==> src/rtl/fetch_unit.sv <==
// fetch_unit: instruction-fetch stage that sits in front of a combinational,
// word-addressed instruction memory.
//
// The block owns the PC and presents it as the byte address. The word returned
// for that address is captured in the same cycle into a 2-entry FIFO of
// {pc, instr, fault}. The FIFO head is offered to the decoder.
//
// Ports:
//   clk            system clock, rising edge
//   rst            synchronous, active-high reset
//   imem_addr      byte address to instruction memory (the PC register)
//   imem_data      instruction word returned combinationally for imem_addr
//   redirect_valid branch/jump taken this cycle; flushes the buffer
//   redirect_pc    branch/jump target; bits [1:0] are ignored
//   out_valid      head entry valid
//   out_ready      decoder accepts head entry
//   out_instr      head instruction word (0 when empty)
//   out_pc         head PC (0 when empty)
//   out_pc4        out_pc + 4, modulo 2^32
//   out_fault      head fetched from word index >= IMEM_WORDS
//
// Handshake: the head entry transfers on a rising edge where out_valid and
// out_ready are both 1. out_valid depends only on registered state. Once
// out_valid is asserted it stays asserted until the transfer or a
// redirect/reset flush. out_ready is ignored while out_valid is 0.
module fetch_unit #(
  parameter logic [31:0] RESET_PC   = 32'h0000_0000,
  parameter int unsigned IMEM_WORDS = 32
) (
  input  logic        clk,
  input  logic        rst,
  output logic [31:0] imem_addr,
  input  logic [31:0] imem_data,
  input  logic        redirect_valid,
  input  logic [31:0] redirect_pc,
  output logic        out_valid,
  input  logic        out_ready,
  output logic [31:0] out_instr,
  output logic [31:0] out_pc,
  output logic [31:0] out_pc4,
  output logic        out_fault
);

  localparam logic [29:0] IMEM_LIMIT = 30'(IMEM_WORDS);

  logic [31:0] pc;
  logic [1:0]  count;
  logic        rd_ptr;
  logic        wr_ptr;

  logic [31:0] pc_mem    [2];
  logic [31:0] instr_mem [2];
  logic        fault_mem [2];

  logic push;
  logic pop;
  logic fetch_fault;

  // A push depends only on count, not on out_ready. When the buffer is full,
  // the fetch stalls for that cycle even if the head is popped. This keeps the
  // decoder's ready signal out of the PC/memory-address path.
  assign push        = !redirect_valid && (count != 2'd2);
  assign pop         = out_valid && out_ready;
  assign fetch_fault = (pc[31:2] >= IMEM_LIMIT);

  assign imem_addr = pc;

  // Control state: PC, pointers and occupancy.
  always_ff @(posedge clk) begin
    if (rst) begin
      pc     <= RESET_PC;
      count  <= 2'd0;
      rd_ptr <= 1'b0;
      wr_ptr <= 1'b0;
    end else if (redirect_valid) begin
      // A pop in this cycle is still accepted by the decoder. The flush then
      // discards whatever remains in the buffer.
      pc     <= redirect_pc & 32'hFFFF_FFFC;
      count  <= 2'd0;
      rd_ptr <= 1'b0;
      wr_ptr <= 1'b0;
    end else begin
      if (push) begin
        pc     <= pc + 32'd4;
        wr_ptr <= ~wr_ptr;
      end
      if (pop) begin
        rd_ptr <= ~rd_ptr;
      end
      case ({push, pop})
        2'b10:   count <= count + 2'd1;
        2'b01:   count <= count - 2'd1;
        default: count <= count;
      endcase
    end
  end

  // Data storage needs no reset. Occupancy qualifies every read. A write
  // during a reset cycle lands in a slot that the cleared pointers treat as
  // empty.
  always_ff @(posedge clk) begin
    if (push) begin
      pc_mem[wr_ptr]    <= pc;
      instr_mem[wr_ptr] <= imem_data;
      fault_mem[wr_ptr] <= fetch_fault;
    end
  end

  // Head outputs come only from storage, so there is no combinational path
  // from imem_data to the decoder.
  always_comb begin
    out_valid = (count != 2'd0);
    out_instr = 32'd0;
    out_pc    = 32'd0;
    out_fault = 1'b0;
    if (out_valid) begin
      out_instr = instr_mem[rd_ptr];
      out_pc    = pc_mem[rd_ptr];
      out_fault = fault_mem[rd_ptr];
    end
  end

  assign out_pc4 = out_pc + 32'd4;

endmodule

==> config.mk <==
export PLATFORM = sky130hd
export DESIGN_NAME = fetch_unit
export DESIGN_NICKNAME = d
export VERILOG_FILES = /design/src/rtl/fetch_unit.sv
export SDC_FILE = /design/constraint.sdc
export NUM_CORES = 1
export LEC_CHECK = 0
export BUFFER_PORTS_ARGS = -buffer_cell sky130_fd_sc_hd__buf_2
export CORE_ASPECT_RATIO = 2
export CORE_MARGIN = 2
export CORE_UTILIZATION = 25
export DETAILED_ROUTE_END_ITERATION = 6
export SETUP_SLACK_MARGIN = 0.1
export SLEW_MARGIN = 0
export SYNTH_ARGS = -nofsm -noshare
export SYNTH_HDL_FRONTEND = slang
export SYNTH_SLANG_ARGS = --single-unit
==> constraint.sdc <==
create_clock -name clk -period 7.52 [get_ports clk]
set_input_delay 1.504 -clock clk [delete_from_list [all_inputs] [get_ports clk]]
set_output_delay 1.504 -clock clk [all_outputs]
set_load 0.05 [all_outputs]
After elaboration in Yosys (flattened, before gate mapping)
Memory sizes are Yosys's and may differ from the RTL's. A register that Yosys moved wholly into a read port is not among the register bits. Index checks and enable logic that the tools add are counted.

Register bits after elaboration: 36. RAM bits: 130. Input port bits: 68. Output and inout port bits: 130. Memories kept: 3.

Memory list: instr_mem (depth 2, width 32, read ports 1, clocked after Yosys merged registers in 1, wr ports 1, line 52) `logic [31:0] instr_mem [2];`; pc_mem (depth 2, width 32, read ports 1, clocked after Yosys merged registers in 1, wr ports 1, line 51) `logic [31:0] pc_mem [2];`; fault_mem (depth 2, width 1, read ports 1, clocked after Yosys merged registers in 1, wr ports 1, line 53) `logic fault_mem [2];`.

Add/sub/neg operators: 4. Order comparisons: 1. Equal/unequal tests: 3. Multiplexer cells: 14. Bitwise gates (word level): 2. Reduce and logical (&&, ||, !) cells: 7.

Operators by type and width (number): two-way mux 32 bit (4); adder 32 x 3 -> 32 bit (second input constant) (2); >= comparator 30 x 6 -> 1 bit (second input constant) (1); two-way mux 1 bit (9); nonzero test 2 bit (3); one-hot mux 2 bit (2 select lines) (1); adder 2 x 1 -> 2 bit (second input constant) (1); equality test 2 x 1 -> 1 bit (second input constant) (1); equality test 2 bit (second input constant) (1); logical AND 1 bit (2); inequality test 2 bit (second input constant) (1); inverter 1 bit (2); OR reduction 2 bit (1); subtractor 2 x 1 -> 2 bit (second input constant) (1); logical NOT 1 bit (1).

Longest topological paths before layout
Gate-level depths: netlist (run 1).

Depth in word-level cells: 4. Gate-level depth with buffers: 11. Depth with buffers taken out: 8.

Worst setup path after synthesis (run 1)
OpenSTA, ideal clock, no wires.

Kind: register to output. From: reg with a tool-made name. To: out out_pc4[22]. Arrival time: 4075 ps. Required time: 6016 ps. Slack: 1941 ps. Cell stages (with the launch flop): 12. Path through: dfxtp_1 > buf_4 > buf_2 > buf_2 > buf_2 > buf_2 > mux2i_1 > nor2_1 > ha_1 > nand4b_2 > nor4_1 > xor2_1.

RTL lines: end: declaration (line 40) `output logic [31:0] out_pc4,`.

==> impl_metrics.env, run 1 <==
export IMPL_antenna_found_initial=0
export IMPL_cp_arrival_ps=4040
export IMPL_drcViolationCount=0
export IMPL_mostFrequentLayoutCells="buf_2, edfxtp_1, nor2_1, mux2i_1, xnor2_1"
export IMPL_rr_worst_depth=4
export IMPL_clk_pin_slew_ps=60
export IMPL_maxSlewViolCount=0
export IMPL_outcome="finished clean"
export IMPL_synth_area_per_cell_um2=11.80
export IMPL_fin_nets=884
export IMPL_rsz0062_at_grt="false"
export IMPL_whs_path_depth=2
export IMPL_area_growth_pct=24.95
export IMPL_postRouteAntennaNets=0
export IMPL_slew_headroom_pct=32.02
export IMPL_synth_area_um2=7492
export IMPL_grt_pass1_vias=5460
export IMPL_yosysUniqueCellTypes=45
export IMPL_synthCells=635
export IMPL_routedWlPerCell_um=17.90
export IMPL_fmax_mhz=180.2
export IMPL_portBuffers=189
export IMPL_gp_congestion=0.8162
export IMPL_clockRootBuffer="clkbuf_16"
export IMPL_crit_path_top_delay_cell="dfxtp_4"
export IMPL_via_count=5472
export IMPL_path_cells="buf_4 > mux2i_1 > a211oi_1 > nand4_1 > nor4b_1 > xor2_1 > buf_2"
export IMPL_viasPerCell=4.602
export IMPL_p_leak_nw=3.522
export IMPL_cts_sinks=161
export IMPL_critPathKind="flip-flop to output port"
export IMPL_post_route_period_util_pct=73.79
export IMPL_fillers=2971
export IMPL_grt_pass1_wl_um=31710
export IMPL_fin_skew_ps=10.42
export IMPL_die_w_um=126.4
export IMPL_tightest_slew_ps=1017
export IMPL_setup_viol=0
export IMPL_cts_tree="built"
export IMPL_critPathRequiredTime_ps=6020
export IMPL_final_setup_tns_ps=0
export IMPL_maxCapViolations=0
export IMPL_drive_gt1_share_pct=29.21
export IMPL_cts_max_path_buffers=2
export IMPL_startpoint_type="flip-flop"
export IMPL_die_h_um=248.8
export IMPL_utilization_pct=31.72
export IMPL_cts_setup_buffers=0
export IMPL_crit_path_max_fanout=46
export IMPL_vdd_drop_max_mv=0.1471
export IMPL_ctsHtreeMaxLevel=4
export IMPL_core_um2=29510
export IMPL_initial_core_util_pct=25.39
export IMPL_ctsHoldBuffers=0
export IMPL_hold_path_class="flip-flop to flip-flop"
export IMPL_yosys_warnings=0
export IMPL_ios=198
export IMPL_clock_latency_ps=440
export IMPL_synth_seq_cells=161
export IMPL_hpwl_um=15570
export IMPL_period_needed_ps=5549
export IMPL_synth_seq_area_share_pct=59.85
export IMPL_rows=89
export IMPL_wl_um=21290
export IMPL_tritoncts_num_buffers=17
export IMPL_mostFrequentLayoutCell="buf_2"
export IMPL_critPathMaxStageDelay_ps=740
export IMPL_hold_viol=0
export IMPL_gr_usage_all_layers_pct=13.48
export IMPL_drt_iter0_drc=346
export IMPL_diodes=0
export IMPL_grt_max_degree=64
export IMPL_critPathCaptureType="output port"
export IMPL_power_density_nw_per_um2=243.1
export IMPL_die_area_um2=31450
export IMPL_grt_overflow=0
export IMPL_firstDrtPassIters=5
export IMPL_cts_repair_resized=0
==> kinds of logic after synthesis <==
group / synth area share [%]
multiplexers: 8.701
buffers and inverters: 3.524
adder cells (fa/ha/maj): 0.6680
AO/OA/AOI/OAI: 4.225
XOR/XNOR: 6.897
AND/OR/NAND/NOR: 16.08
other: 0.05005
flip-flops: 59.85
==> synth_stat cells, drive strengths merged <==
| master | count | share of area (%) |
|---|---|---|
| nand4b | 1 | 0.20 |
| or4 | 2 | 0.25 |
| nor4b | 2 | 0.32 |
| or4b | 2 | 0.27 |
| dfxtp | 35 | 9.4 |
| mux2 | 1 | 0.15 |
| nor3 | 28 | 1.9 |
| a311oi | 2 | 0.23 |
| nand2 | 30 | 1.5 |
| nand3b | 8 | 0.80 |
| a31oi | 2 | 0.17 |
| and2 | 3 | 0.25 |
| conb | 1 | 0.050 |
| nor2 | 95 | 4.8 |
| a211oi | 26 | 2.6 |
| o21ai | 4 | 0.27 |
| nand3 | 29 | 1.9 |
| nand4 | 13 | 1.1 |
| nand2b | 1 | 0.084 |
| or2 | 2 | 0.17 |
| o21bai | 2 | 0.20 |
| xor2 | 24 | 2.8 |
| mux2i | 64 | 8.6 |
| buf | 21 | 1.8 |
| a2111oi | 1 | 0.20 |
| a21oi | 7 | 0.47 |
| ha | 4 | 0.67 |
| and3 | 3 | 0.25 |
| nor2b | 1 | 0.084 |
| xnor2 | 35 | 4.1 |
| inv | 13 | 0.65 |
| nor4 | 20 | 1.9 |
| or3 | 4 | 0.33 |
| edfxtp | 126 | 51 |
| clkbuf | 22 | 1.1 |
| o22ai | 1 | 0.084 |
==> through the flow <==
stage / instance area, um2 / cells / hold slack [ps] / setup WS [ps] / power [W]
floorplan: 7511 / 640 / 520.2 / 1941 / 0.001322
global placement: 8770 / 1157 / 522.0 / 2424 / 0.001425
detailed placement: 8770 / 1157 / 539.9 / 2348 / 0.001430
CTS: 9361 / 1189 / 554.4 / 1864 / 0.002303
global route: 9361 / 1189 / 596.3 / 1719 / 0.002364
finish: 9361 / 1189 / 550.0 / 1971 / 0.002276
==> final timing paths <==
path / startpoint / to / slack, ps
max: flip-flop / out_pc4[29] / 1970
min: rd_ptr / flip-flop / 550
max reg2reg: count[0] / instr_mem[0][20] / 4470
min reg2reg: rd_ptr / flip-flop / 550
==> worst max-delay path, delay by kind of cell (launching register included) <==
kind	cells	cell delay (ps)
AO/OA/AOI/OAI	1	500
XOR/XNOR	1	170
buffers and inverters	2	950
flip-flops	1	740
multiplexers	1	190
AND/OR/NAND/NOR	2	1010
==> power breakdown <==
part	switching (W)	total [W]	leakage (nW)	internal (W)
Sequential	0.0000432	0.00106	1.48	0.00102
Clock	0.000368	0.000871	0.282	0.000503
Combinational	0.000262	0.000347	1.76	0.0000849
Total	0.000673	0.00228	3.52	0.00160
==> sequential cells by signal, summed over array words and instances (netlist names), named ones only <==
signal	flops
count	2
fault_mem	2
imem_addr	30
instr_mem	64
pc_mem	60
rd_ptr	1
wr_ptr	1
==> area by class of cell <==
class	count	area, um2	share of cell area [%]
Clock inverter	13	148.9	1.590
Sequential cell	161	4488	47.94
Multi-Input combinational cell	423	2779	29.68
Tap cell	364	455.4	4.865
Inverter	13	48.80	0.5213
Timing Repair Buffer	196	998.5	10.67
Clock buffer	19	442.9	4.731
==> layer usage <==
| metal | global-route usage, % | wire length (um) | vias up |
|---|---|---|---|
| li1 | - | - | 2660 |
| met1 | 14.20 | 7923 | 2614 |
| met2 | 24.95 | 11930 | 161 |
| met3 | 2.277 | 721 | 37 |
| met4 | 7.253 | 708 | 0 |
| met5 | 0 | 0 | - |
Power figures use the tool's default switching activity.
==> inputs of run 2 (changes only) <==
- clock period: 7.52 -> 5.3 ns (I/O delays scaled with it)
==> run 2 against run 1 <==
Compared with the run above: clock power up 44%; sequential cell count unchanged; combinational power up 42%; final cell count unchanged; global-route usage down 0.055 points; core utilization up 0.068 points; count of clock-buffer cells in the layout down 2; non-clock buffer count unchanged; highest routed layer unchanged.
==> impl_metrics.env, run 2 (synthesis gave the netlist of run 1 again) <==
export IMPL_hpwl_um=15740
export IMPL_die_h_um=248.8
export IMPL_clockRootBuffer="clkbuf_16"
export IMPL_maxSlewViolCount=0
export IMPL_setup_viol=0
export IMPL_via_count=5591
export IMPL_postRouteAntennaNets=0
export IMPL_rows=89
export IMPL_cts_setup_buffers=0
export IMPL_clk_pin_slew_ps=60
export IMPL_die_w_um=126.4
export IMPL_r2r_start="count[0]"
export IMPL_cts_sinks=161
export IMPL_rsz0062_at_grt="false"
export IMPL_final_cell_count_no_fill=1189
export IMPL_fmax_mhz=210.7
export IMPL_wl_um=21260
export IMPL_grt_pass1_wl_um=31610
export IMPL_drcViolationCount=0
export IMPL_cts_max_path_buffers=2
export IMPL_slew_headroom_pct=41.10
export IMPL_mostFrequentLayoutCells="buf_2, edfxtp_1, nor2_1, mux2i_1, xnor2_1"
export IMPL_p_leak_nw=3.540
export IMPL_critPathRequiredTime_ps=4240
export IMPL_firstDrtPassIters=4
export IMPL_grt_max_degree=64
export IMPL_crit_path_max_fanout=58
export IMPL_area_growth_pct=25.22
export IMPL_mostFrequentLayoutCell="buf_2"
export IMPL_ff_latch_area_um2=4488
export IMPL_final_setup_tns_ps=0
export IMPL_critPathCaptureType="output port"
export IMPL_grt_pass1_vias=5312
export IMPL_gp_congestion=0.7985
export IMPL_tightest_slew_ps=883.5
export IMPL_hold_path_class="flip-flop to flip-flop"
export IMPL_regMostFlops="instr_mem"
export IMPL_ctsHtreeMaxLevel=4
export IMPL_ctsHoldBuffers=0
export IMPL_core_um2=29510
export IMPL_drive_gt1_share_pct=29.33
export IMPL_fin_skew_ps=13.27
export IMPL_startpoint_type="flip-flop"
export IMPL_rr_worst_depth=3
export IMPL_clock_latency_ps=450
export IMPL_antenna_found_initial=0
export IMPL_routedWlPerCell_um=17.88
export IMPL_vdd_drop_max_mv=0.2264
export IMPL_portBuffers=189
export IMPL_multiInputGateArea_um2=2779
export IMPL_outcome="finished clean"
export IMPL_cts_tree="built"
export IMPL_whs_path_depth=2
export IMPL_maxCapViolations=0
export IMPL_ios=198
export IMPL_largest_register_ffs=64
export IMPL_die_area_um2=31450
export IMPL_gr_usage_all_layers_pct=13.42
export IMPL_drt_iter0_drc=318
export IMPL_cp_arrival_ps=3690
export IMPL_hp_start="rd_ptr"
export IMPL_diodes=0
export IMPL_hold_viol=0
export IMPL_cts_repair_resized=0
export IMPL_dp_cells=1157
export IMPL_viasPerCell=4.702
export IMPL_reg2reg_slack_ps=2760
export IMPL_period_needed_ps=4745
export IMPL_fillers=3011
export IMPL_power_density_nw_per_um2=346.3
export IMPL_critPathKind="flip-flop to output port"
export IMPL_fin_nets=884
export IMPL_hold_ws_ps=552.9
export IMPL_post_route_period_util_pct=89.53
export IMPL_tritoncts_num_buffers=17
export IMPL_grt_overflow=0
export IMPL_initial_core_util_pct=25.39
## run 2: path summary, 6_finish.rpt
kind / to
worst min register to register: flip-flop
worst max register to register: pc_mem[1][28]
worst max-delay path: out_pc4[26]
worst min-delay path: flip-flop
## run 2: routing by layer
metal	vias to the layer above	GRT usage, %	wire, um
met4	0	7.692	904
met3	52	2.191	786
li1	2668	-	-
met2	174	25.16	11870
met1	2697	13.71	7698
met5	-	0	0
## run 2: per-stage QoR
step / total power [W] / setup WS [ps] / cell area (um2) / util (%)
2_1_floorplan: 0.001876 / 165.4 / 7511 / -
3_3_place_gp: 0.002023 / 915.8 / 8782 / 29.76
3_5_place_dp: 0.002030 / 897.9 / 8782 / 29.76
4_1_cts: 0.003296 / 390.2 / 9382 / 31.79
5_1_grt: 0.003375 / 291.1 / 9382 / 31.79
6_report: 0.003249 / 554.8 / 9382 / 31.79
## run 2: power by group
| group | switching [W] | internal [W] |
|---|---|---|
| logic | 0.000371 | 0.000121 |
| clock network | 0.000545 | 0.000708 |
| registers | 0.0000636 | 0.00144 |
## run 2: cell type report
cell class | count | share of cell area (%)
Sequential cell | 161 | 47.84
Multi-Input combinational cell | 423 | 29.62
Timing Repair Buffer | 196 | 10.78
Tap cell | 364 | 4.855
Clock buffer | 17 | 4.535
Clock inverter | 15 | 1.854
Inverter | 13 | 0.5201
## run 2: critical path, cell delays in order (launching register included)
cell and delay, ps:
dfxtp_4 920, mux2i_1 290, a2111oi_2 480, nand4b_2 480, nor4_1 590, xor2_1 170, buf_2 280
==> inputs of run 3 (changes only) <==
- GPL_TIMING_DRIVEN: unset -> 0
==> run 3 against run 2 <==
Compared with the run above: setup slack worse by 280 ps; die area stayed put; sequential cell count stayed put; critical path type unchanged; register-to-register slack worse by 320 ps; via count is 2.3% higher; critical endpoint is now out_pc4[22].
==> impl_metrics.env, run 3 (synthesis gave the netlist of run 1 again) <==
export IMPL_outcome="finished clean"
export IMPL_wl_um=22830
export IMPL_drive_gt1_share_pct=29.58
export IMPL_cp_arrival_ps=3960
export IMPL_power_density_nw_per_um2=336.7
export IMPL_period_needed_ps=5021
export IMPL_critPathKind="flip-flop to output port"
export IMPL_tightest_slew_ps=876.0
export IMPL_initial_core_util_pct=25.39
export IMPL_cts_setup_buffers=0
export IMPL_dp_cells=1195
export IMPL_fmax_mhz=199.2
export IMPL_cts_sinks=161
export IMPL_die_h_um=248.8
export IMPL_clock_latency_ps=440
export IMPL_core_um2=29510
export IMPL_dp_slack_ps=-72.77
export IMPL_clockRootBuffer="clkbuf_16"
export IMPL_portBuffers=188
export IMPL_finalPower_w=0.003234
export IMPL_cts_max_path_buffers=2
export IMPL_fin_skew_ps=10.01
export IMPL_grt_pass1_vias=5745
export IMPL_crit_top_cell="buf_4"
export IMPL_die_area_um2=31450
export IMPL_grt_pass1_wl_um=33800
export IMPL_placed_cell_area_um2=8995
export IMPL_clk_pin_slew_ps=70
export IMPL_postRouteAntennaNets=0
export IMPL_hpwl_um=17820
export IMPL_maxSlewViolCount=0
export IMPL_critPathTopFamily="buffers and inverters"
export IMPL_gp_congestion=0.8542
export IMPL_crit_path_top_delay_cell="nor4_1"
export IMPL_viasPerCell=4.659
export IMPL_design_area_um2=9607
export IMPL_critPathRequiredTime_ps=4240
export IMPL_crit_path_max_fanout=10
export IMPL_hold_viol=0
export IMPL_slew_headroom_pct=41.25
export IMPL_ctsHtreeMaxLevel=4
export IMPL_antenna_found_initial=1
export IMPL_regMostFlops="instr_mem"
export IMPL_mostFrequentLayoutCell="buf_2"
export IMPL_grt_overflow=0
export IMPL_tritoncts_num_buffers=17
export IMPL_drt_iter0_drc=271
export IMPL_r2r_start="count[0]"
export IMPL_p_leak_nw=3.649
export IMPL_grt_max_degree=64
export IMPL_mostFrequentLayoutCells="buf_2, edfxtp_1, nor2_1, mux2i_1"
export IMPL_post_route_period_util_pct=94.74
export IMPL_critical_path_buf_inv_count=6
export IMPL_via_count=5717
export IMPL_largest_register_ffs=64
export IMPL_firstDrtPassIters=4
export IMPL_hold_path_class="flip-flop to flip-flop"
export IMPL_critPathMaxStageDelay_ps=410
export IMPL_final_cell_count_no_fill=1227
export IMPL_ios=198
export IMPL_hp_start="imem_addr[7]"
export IMPL_worst_slack_ps=278.7
export IMPL_rows=89
export IMPL_ctsHoldBuffers=0
export IMPL_area_growth_pct=28.22
export IMPL_startpoint_type="flip-flop"
export IMPL_die_w_um=126.4
export IMPL_critPathCaptureType="output port"
export IMPL_gr_usage_all_layers_pct=14.38
export IMPL_fin_nets=921
export IMPL_drcViolationCount=0
export IMPL_rsz0062_at_grt="true"
export IMPL_cts_tree="built"
export IMPL_path_cells="buf_4 > buf_2 > buf_4 > buf_4 > buf_4 > mux2i_1 > nor2_1 > ha_2 > nand4b_4 > nor4_1 > xor2_1 > buf_2"
export IMPL_vdd_drop_max_mv=0.2304
export IMPL_routedWlPerCell_um=18.60
export IMPL_setup_viol=0
export IMPL_maxCapViolations=0
run 3: path summary, 6_finish.rpt:
path                        to  slack, ps  depth (start not counted)
hold / removal    pc_mem[1][7]        550                          0
setup / recovery   out_pc4[22]        280                         12
setup reg to reg      count[1]       2440                          9
hold reg to reg   pc_mem[1][7]        550                          0
run 3: area by class of cell:
class | instances | area (um2)
well taps | 364 | 455.4
flip-flops and latches | 161 | 4484
clock buffers | 18 | 439.2
diodes | 1 | 2.502
clock inverters | 14 | 145.1
fillers | 2990 | 19900
inverters | 13 | 48.80
plain buffers | 42 | 220.2
repair buffers | 191 | 1016
multi-input cells | 423 | 2795
run 3: metrics by stage:
| stage | hold slack (ps) | utilization, % | TNS (ps) |
|---|---|---|---|
| final | 554.4 | 32.55 | 0 |
| after global routing | 551.1 | 32.55 | 0 |
| after CTS | 550.6 | 32.55 | 0 |
| after detailed placement | 534.4 | 30.48 | -134.5 |
| after global placement | 529.5 | 30.18 | -92480 |
| after floorplan | 520.2 | - | 0 |
run 3: per-layer routing:
metal,GRT usage [%],wire (um)
met1,14.01,7987
met2,27.10,12850
met3,3.071,887
met4,8.446,1098
met5,0,0
run 3: power by group:
part           leakage (nW)  switching, W  internal [W]
clock                 0.285      0.000542      0.000674
sequential             1.48     0.0000576       0.00144
combinational          1.88      0.000389      0.000133
total                  3.65      0.000988       0.00225
run 3: worst reg2reg max path: cells and delay by family, from the launching register on:
family / cells / cell delay [ps]
adder cells (fa/ha/maj): 1 / 310
XOR/XNOR: 1 / 140
flip-flops: 1 / 370
AND/OR/NAND/NOR: 4 / 800
buffers and inverters: 3 / 1120
run 3: repair_timing:
| action | 4_1_cts | 5_1_grt |
|---|---|---|
| hold endpoints to repair | 0 | 0 |
| resized for setup | 8 | 0 |
| endpoints found under the setup margin | 14 | 2 |
